File: config.mk
export PLATFORM = sky130hd
export DESIGN_NAME = seq_stage_ctrl_flat
export DESIGN_NICKNAME = d
export VERILOG_FILES = /design/src/rtl/seq_stage_ctrl_if.sv /design/src/rtl/seq_stage_ctrl.sv /design/src/flat_wrapper.sv
export SDC_FILE = /design/constraint.sdc
export NUM_CORES = 1
export LEC_CHECK = 0
export CAP_MARGIN = 10
export CELL_PAD_IN_SITES_DETAIL_PLACEMENT = 0
export CELL_PAD_IN_SITES_GLOBAL_PLACEMENT = 2
export CORE_MARGIN = 2
export CORE_UTILIZATION = 28
export CTS_CLUSTER_DIAMETER = 200
export DETAILED_ROUTE_END_ITERATION = 8
export MAX_ROUTING_LAYER = met4
export PLACE_DENSITY = 0.8
export SLEW_MARGIN = 40
export SYNTH_ARGS = -nofsm -noshare
export SYNTH_HDL_FRONTEND = slang
export SYNTH_SLANG_ARGS = --single-unit
File: constraint.sdc
create_clock -name clk -period 1.7 [get_ports clk]
set_input_delay 0.34 -clock clk [delete_from_list [all_inputs] [get_ports clk]]
set_output_delay 0.34 -clock clk [all_outputs]
set_load 0.02 [all_outputs]
File: src/rtl/seq_stage_ctrl_if.sv
`default_nettype none
// ============================================================================
// Module      : seq_stage_ctrl_if
// Description : Handshake/status bundle between the SEQ sequencer and the
//               fetch/memory/stage logic around it.
// Revision    : 1.0 - initial release
// ============================================================================
interface seq_stage_ctrl_if #(
  parameter int CNT_W = 32
) ();
  logic             start;
  logic [3:0]       icode;
  logic             instr_valid;
  logic             imem_error;
  logic             dmem_error;
  logic             mem_ready;
  logic             fetch_en;
  logic             decode_en;
  logic             execute_en;
  logic             memory_en;
  logic             writeback_en;
  logic             pc_en;
  logic [2:0]       stat;
  logic             busy;
  logic [CNT_W-1:0] retired;

  // Environment side: drives control/fetch/memory inputs, observes outputs.
  modport master (
    output start, icode, instr_valid, imem_error, dmem_error, mem_ready,
    input  fetch_en, decode_en, execute_en, memory_en, writeback_en, pc_en,
    input  stat, busy, retired
  );

  // Sequencer side.
  modport slave (
    input  start, icode, instr_valid, imem_error, dmem_error, mem_ready,
    output fetch_en, decode_en, execute_en, memory_en, writeback_en, pc_en,
    output stat, busy, retired
  );
endinterface
`default_nettype wire

File: src/rtl/seq_stage_ctrl.sv
`default_nettype none
// ============================================================================
// Module      : seq_stage_ctrl
// Description : Multi-cycle Y86-64 SEQ sequencer. Walks FETCH..PCUPD one
//               stage per cycle, waits on data-memory ready with a timeout,
//               tracks processor status and counts retired instructions.
// Revision    : 1.0 - initial release
// ============================================================================
module seq_stage_ctrl #(
  parameter int CNT_W       = 32,
  parameter int MEM_TIMEOUT = 15
) (
  input  wire              clk,
  input  wire              reset,
  seq_stage_ctrl_if.slave  bus
);

  localparam int WAIT_W = $clog2(MEM_TIMEOUT + 1);
  localparam logic [WAIT_W-1:0] C_TIMEOUT = WAIT_W'(MEM_TIMEOUT);
  localparam logic [WAIT_W-1:0] C_WAIT_ONE = WAIT_W'(1);
  localparam logic [CNT_W-1:0]  C_CNT_ONE  = CNT_W'(1);

  localparam logic [2:0] S_IDLE      = 3'd0;
  localparam logic [2:0] S_FETCH     = 3'd1;
  localparam logic [2:0] S_DECODE    = 3'd2;
  localparam logic [2:0] S_EXECUTE   = 3'd3;
  localparam logic [2:0] S_MEMORY    = 3'd4;
  localparam logic [2:0] S_WRITEBACK = 3'd5;
  localparam logic [2:0] S_PCUPD     = 3'd6;
  localparam logic [2:0] S_HALTED    = 3'd7;

  localparam logic [2:0] STAT_AOK = 3'd1;
  localparam logic [2:0] STAT_HLT = 3'd2;
  localparam logic [2:0] STAT_ADR = 3'd3;
  localparam logic [2:0] STAT_INS = 3'd4;

  logic [2:0]        state_q, state_d;
  logic [2:0]        stat_q, stat_d;
  logic [CNT_W-1:0]  retired_q, retired_d;
  logic [3:0]        icode_q, icode_d;
  logic [WAIT_W-1:0] wait_q, wait_d;
  logic              mem_op;
  logic [WAIT_W-1:0] wait_inc;

  // rmmovq, mrmovq, call, ret, pushq, popq touch data memory.
  assign mem_op = (icode_q == 4'd4) || (icode_q == 4'd5) || (icode_q == 4'd8) ||
                  (icode_q == 4'd9) || (icode_q == 4'd10) || (icode_q == 4'd11);

  // Saturating wait-counter increment so the counter can never wrap.
  assign wait_inc = (wait_q == C_TIMEOUT) ? wait_q : (wait_q + C_WAIT_ONE);

  // Next-state, status, retire and wait-counter logic.
  always_comb begin
    state_d   = state_q;
    stat_d    = stat_q;
    retired_d = retired_q;
    icode_d   = icode_q;
    wait_d    = wait_q;
    case (state_q)
      S_IDLE: begin
        if (bus.start) state_d = S_FETCH;
      end
      S_FETCH: begin
        if (bus.imem_error) begin
          stat_d  = STAT_ADR;
          state_d = S_HALTED;
        end else if (!bus.instr_valid || (bus.icode > 4'd11)) begin
          stat_d  = STAT_INS;
          state_d = S_HALTED;
        end else if (bus.icode == 4'd0) begin
          // halt retires even though no later stage runs
          stat_d    = STAT_HLT;
          retired_d = retired_q + C_CNT_ONE;
          state_d   = S_HALTED;
        end else begin
          icode_d = bus.icode;
          state_d = S_DECODE;
        end
      end
      S_DECODE: begin
        state_d = S_EXECUTE;
      end
      S_EXECUTE: begin
        if (mem_op) begin
          wait_d  = '0;
          state_d = S_MEMORY;
        end else begin
          state_d = S_WRITEBACK;
        end
      end
      S_MEMORY: begin
        if (bus.mem_ready) begin
          if (bus.dmem_error) begin
            stat_d  = STAT_ADR;
            state_d = S_HALTED;
          end else begin
            state_d = S_WRITEBACK;
          end
        end else begin
          wait_d = wait_inc;
          if (wait_inc == C_TIMEOUT) begin
            stat_d  = STAT_ADR;
            state_d = S_HALTED;
          end
        end
      end
      S_WRITEBACK: begin
        state_d = S_PCUPD;
      end
      S_PCUPD: begin
        retired_d = retired_q + C_CNT_ONE;
        state_d   = bus.start ? S_FETCH : S_IDLE;
      end
      S_HALTED: begin
        state_d = S_HALTED;
      end
      default: begin
        state_d = S_IDLE;
      end
    endcase
  end

  // State registers; reset clears everything immediately.
  always_ff @(posedge clk or posedge reset) begin
    if (reset) begin
      state_q   <= S_IDLE;
      stat_q    <= STAT_AOK;
      retired_q <= '0;
      icode_q   <= 4'd0;
      wait_q    <= '0;
    end else begin
      state_q   <= state_d;
      stat_q    <= stat_d;
      retired_q <= retired_d;
      icode_q   <= icode_d;
      wait_q    <= wait_d;
    end
  end

  // Moore outputs decoded straight from the registered state.
  assign bus.fetch_en     = (state_q == S_FETCH);
  assign bus.decode_en    = (state_q == S_DECODE);
  assign bus.execute_en   = (state_q == S_EXECUTE);
  assign bus.memory_en    = (state_q == S_MEMORY);
  assign bus.writeback_en = (state_q == S_WRITEBACK);
  assign bus.pc_en        = (state_q == S_PCUPD);
  assign bus.busy         = (state_q != S_IDLE) && (state_q != S_HALTED);
  assign bus.stat         = stat_q;
  assign bus.retired      = retired_q;

endmodule
`default_nettype wire

File: src/flat_wrapper.sv
// flat-port wrapper written by rule: the top's interface ports become plain ports
module seq_stage_ctrl_flat 
#(
  parameter int CNT_W       = 32,
  parameter int MEM_TIMEOUT = 15
)
  (clk, reset, bus_start, bus_icode, bus_instr_valid, bus_imem_error, bus_dmem_error, bus_mem_ready, bus_fetch_en, bus_decode_en, bus_execute_en, bus_memory_en, bus_writeback_en, bus_pc_en, bus_stat, bus_busy, bus_retired);
  seq_stage_ctrl_if #(.CNT_W(CNT_W)) bus_i ();
  input  wire clk;
  input  wire reset;
  input wire logic [$bits(bus_i.start)-1:0] bus_start;
  input wire logic [$bits(bus_i.icode)-1:0] bus_icode;
  input wire logic [$bits(bus_i.instr_valid)-1:0] bus_instr_valid;
  input wire logic [$bits(bus_i.imem_error)-1:0] bus_imem_error;
  input wire logic [$bits(bus_i.dmem_error)-1:0] bus_dmem_error;
  input wire logic [$bits(bus_i.mem_ready)-1:0] bus_mem_ready;
  output wire logic [$bits(bus_i.fetch_en)-1:0] bus_fetch_en;
  output wire logic [$bits(bus_i.decode_en)-1:0] bus_decode_en;
  output wire logic [$bits(bus_i.execute_en)-1:0] bus_execute_en;
  output wire logic [$bits(bus_i.memory_en)-1:0] bus_memory_en;
  output wire logic [$bits(bus_i.writeback_en)-1:0] bus_writeback_en;
  output wire logic [$bits(bus_i.pc_en)-1:0] bus_pc_en;
  output wire logic [$bits(bus_i.stat)-1:0] bus_stat;
  output wire logic [$bits(bus_i.busy)-1:0] bus_busy;
  output wire logic [$bits(bus_i.retired)-1:0] bus_retired;
  assign bus_i.start = bus_start;
  assign bus_i.icode = bus_icode;
  assign bus_i.instr_valid = bus_instr_valid;
  assign bus_i.imem_error = bus_imem_error;
  assign bus_i.dmem_error = bus_dmem_error;
  assign bus_i.mem_ready = bus_mem_ready;
  assign bus_fetch_en = bus_i.fetch_en;
  assign bus_decode_en = bus_i.decode_en;
  assign bus_execute_en = bus_i.execute_en;
  assign bus_memory_en = bus_i.memory_en;
  assign bus_writeback_en = bus_i.writeback_en;
  assign bus_pc_en = bus_i.pc_en;
  assign bus_stat = bus_i.stat;
  assign bus_busy = bus_i.busy;
  assign bus_retired = bus_i.retired;
  seq_stage_ctrl #(.CNT_W(CNT_W), .MEM_TIMEOUT(MEM_TIMEOUT)) u_core (.clk(clk), .reset(reset), .bus(bus_i));
endmodule
==> results.md <==
- TritonCTS Buffers: 5
- Area of the multi-input gates: approximately 1500 sq um
- Floorplan core area: a little over 8000 sq um
- Routability congestion estimate: about 0.83
- FF/Latch Area: 1140 sq um
- DRT met1 WL: ~2900 um
- Pin count of the biggest net entering global routing: 19
- Arr. time, crit path: approximately 2.1 ns
- R2r setup slk: -0.20 ns
- DR DRC count: 0
- Sequential fraction of the synthesis area: 48.2%
- Max layer used: met4
- Final period utilization: 112%
- Synth Register Bits: 45
- Most frequent cells after synthesis: 44 x dfrtp_1, 18 x nor2_1, 18 x xor2_1
- Mean post-synth cell area: about 10 sq um
- Post-synth EDFFs: 0
- I/O pins: 53
- CTS max path bufs: 2
- Final WS setup: -0.196 ns
- Pins Over Slew Limit: 0
- Status: finished with violations
- Max-cap violations: 0
- Die W: 95.4 um
- Final core occ: roughly half
- Synth Instances: 226
- Failing checks: setup timing
- Remaining Overflow, GRT: 0
- Seq pwr share: 35.2%
- Tightest Pin Transition: 0.488 ns
- Met2 WL: about 2900 um
- Slew margin rel.: about two thirds
- Setup Skew: approximately 0.0070 ns
- RSZ-0062 raised after global routing: yes
- Filler cells: between 700 and 800
- Max frequency: 528 MHz
- Post-cts hold buffer count: 0
- Nets: 360
- Die Span Y: 95.4 um
- R2r worst-path depth: 6
- CTS Sinks: 45
- Top_reg_cell synth: dfrtp_1
- Post-Syn Area: 2340 sq um
- CTS tree: done
- RR Endpoint: u_core.bus.retired[21]
- Setup-failing EPs final: 34
- Setup crit start kind: register
- Tmin final: between 1.5 and 2 ns
- Worst EP required: between 1.5 and 2 ns
- First-pass GRT wire length: approximately 9700 um
- WL/cell: around 13 um
- Net Sw Frac: 35.4%
- CP Max Fanout: 5
- Clk slew on worst S/H paths: about 0.090 ns
- Share of the synthesized area in the top cell type: around 47%
- Switching pwr: ~0.0014 W
- Lkg Pwr: just over 2 nW
- Total GRT Usage: 13.9%
- Dpl hpwl: 4310 um
- Count leader, synth: dfrtp_1
- Share of cells above drive strength 1: between 40% and 50%
- Final antenna-violating net count: 0
- Via count: ~2100
- Largest area contributor in the netlist: dfrtp_1
- ANT cells: 0
- # rows: 33
- Yosys warns: 0
- PortBufs: 52
- Netlist cell types: 48
- Final hold vios: 0
- Async set-reset flop share out of synthesis: 100%
- Initial core utilization: 28.6%
- Net Count, Synth: around 240
- PD cells: about 1000 nW/um^2
- H-tree levels: 2
- Path type of the worst setup path: reg2reg
- Int Pwr: around 0.0026 W
- Die ar.: between 9000 and 10000 sq um
- Via/cell ratio: roughly 4.6
- Largest cells by area after synthesis: dfrtp_1 47%, xor2_1 6.7%, xnor2_1 4.9%
- Vias in the first global route: 2019
- Combinational Power Share: roughly 48%
- CTS Root Cell: clkbuf_8
- Worst setup EP type: register
- Initial DRC Count: 50
- Max VDD drop: ~0.75 mV
- Met3 wire length: around 170 um
- DRT Pass-1 Iters: 4
- Crit Reg-Reg Startpoint: u_core.state_q[1]
- P&R area growth vs syn: 72.1%
- Fin Setup TNS: -3.26 ns
- Min-Delay Path Class: in2async
- Drt total wl: roughly 6000 um
- Worst-Skew Late Latency: 0.30 ns
- Clock power frac: 17.2%
- Antenna violations before repair: 0
[cell type report]
| class | count | area share, % |
|---|---|---|
| Clock inverter | 2 | 0.342 |
| Tap cell | 105 | 3.26 |
| Inverter | 15 | 1.46 |
| Sequential cell | 45 | 28.2 |
| Multi-Input combinational cell | 162 | 37.4 |
| Timing Repair Buffer | 118 | 27.3 |
| Clock buffer | 6 | 2.05 |
[metal layers]
layer,track usage [%],vias to the layer above
met4,4.05,0
met2,20.8,33
met3,2.45,6
met1,19.4,1008
met5,-,-
li1,-,1037
[critical path, cell delays in order (launching register included)]
cell and delay (ns):
dfrtp_2 0.44, or4b_4 0.58, a21oi_4 0.25, buf_6 0.14, nand3_4 0.10, nor4_4 0.16, xor2_1 0.16
[worst max path at each step]
stage                                  from                      to  slack, ns  depth (start not counted)
after floorplan           u_core.state_q[0]  u_core.bus.retired[31]      -0.06                          6
after global placement       bus_imem_error   u_core.bus.retired[6]      -0.58                          6
after detailed placement     bus_imem_error   u_core.bus.retired[6]      -0.64                          6
after CTS                 u_core.state_q[2]  u_core.bus.retired[21]      -0.16                          5
after global routing      u_core.state_q[1]  u_core.bus.retired[21]      -0.26                          6
final                     u_core.state_q[1]  u_core.bus.retired[21]      -0.20                          6
[power groups by stage]
stage	Sequential, W	Combinational [W]	Clock [W]
3_5_place_dp	0.00143	0.00155	0
6_report	0.00143	0.00194	0.000700
2_1_floorplan	0.00152	0.000701	0
3_3_place_gp	0.00143	0.00155	0
4_1_cts	0.00141	0.00155	0.000738
5_1_grt	0.00146	0.00209	0.000778
[state kept, by name, summed over array words and instances, names as in the netlist]
name,flops
u_core.bus.stat,3
u_core.state_q,3
u_core.bus.retired,32
u_core.icode_q,3
u_core.wait_q,4
[logic make-up after synthesis]
| kind of cell | Yosys count | share of synthesized area [%] |
|---|---|---|
| and+or+nand+nor | 96 | 25.5 |
| muxes | 4 | 1.92 |
| adders and majority gates | 2 | 1.07 |
| DFF | 45 | 48.2 |
| AOI/OAI and AO/OA | 29 | 8.50 |
| buffers and inverters | 19 | 3.21 |
| xor gates and xnor gates | 31 | 11.6 |
[cells in the final DEF, fill, tap and decap left out, types with 2 or more instances in the layout]
| master | netlist | final |
|---|---|---|
| a21oi_1 | 6 | 6 |
| a21oi_4 | 1 | 2 |
| and2_4 | 0 | 2 |
| and3_1 | 5 | 3 |
| and3_4 | 0 | 2 |
| and4_1 | 3 | 2 |
| buf_12 | 0 | 2 |
| buf_4 | 1 | 56 |
| buf_6 | 0 | 15 |
| clkbuf_8 | 0 | 6 |
| clkdlybuf4s50_1 | 0 | 12 |
| dfrtp_1 | 44 | 36 |
| dfrtp_2 | 0 | 8 |
| dlygate4sd2_1 | 0 | 17 |
| dlymetal6s2s_1 | 0 | 16 |
| inv_1 | 15 | 12 |
| inv_2 | 0 | 2 |
| mux2_2 | 4 | 3 |
| nand2_1 | 12 | 11 |
| nand3_1 | 11 | 8 |
| nand3_2 | 1 | 2 |
| nand3_4 | 0 | 2 |
| nand4_1 | 6 | 6 |
| nor2_1 | 18 | 10 |
| nor2_4 | 0 | 7 |
| nor2b_1 | 3 | 2 |
| nor3_1 | 13 | 3 |
| nor3_2 | 0 | 5 |
| nor3_4 | 0 | 5 |
| nor3b_1 | 3 | 2 |
| nor4_4 | 3 | 5 |
| nor4bb_4 | 0 | 2 |
| o21ai_0 | 8 | 6 |
| or3b_4 | 0 | 2 |
| xnor2_1 | 13 | 12 |
| xor2_1 | 18 | 18 |
[metrics by stage]
stage               total power, W  instances  worst slack [ns]  hold WS, ns  instance area, sq um
CTS                        0.00371        441            -0.162        0.326                  3670
floorplan                  0.00222        226           -0.0637        0.482                  2380
global placement           0.00298        433            -0.580        0.472                  3440
global route               0.00433        453            -0.255        0.338                  4030
detailed placement         0.00299        433            -0.636        0.477                  3440
finish                     0.00407        453            -0.196        0.316                  4030
[timing repair]
action	4_1_cts	5_1_grt
hold endpoints to repair	0	0
endpoints found under the setup margin	65	63
setup buffers	2	13
gates cloned	0	0
pin swaps	26	24
resized for setup	88	66
Power figures use the tool's default switching activity.
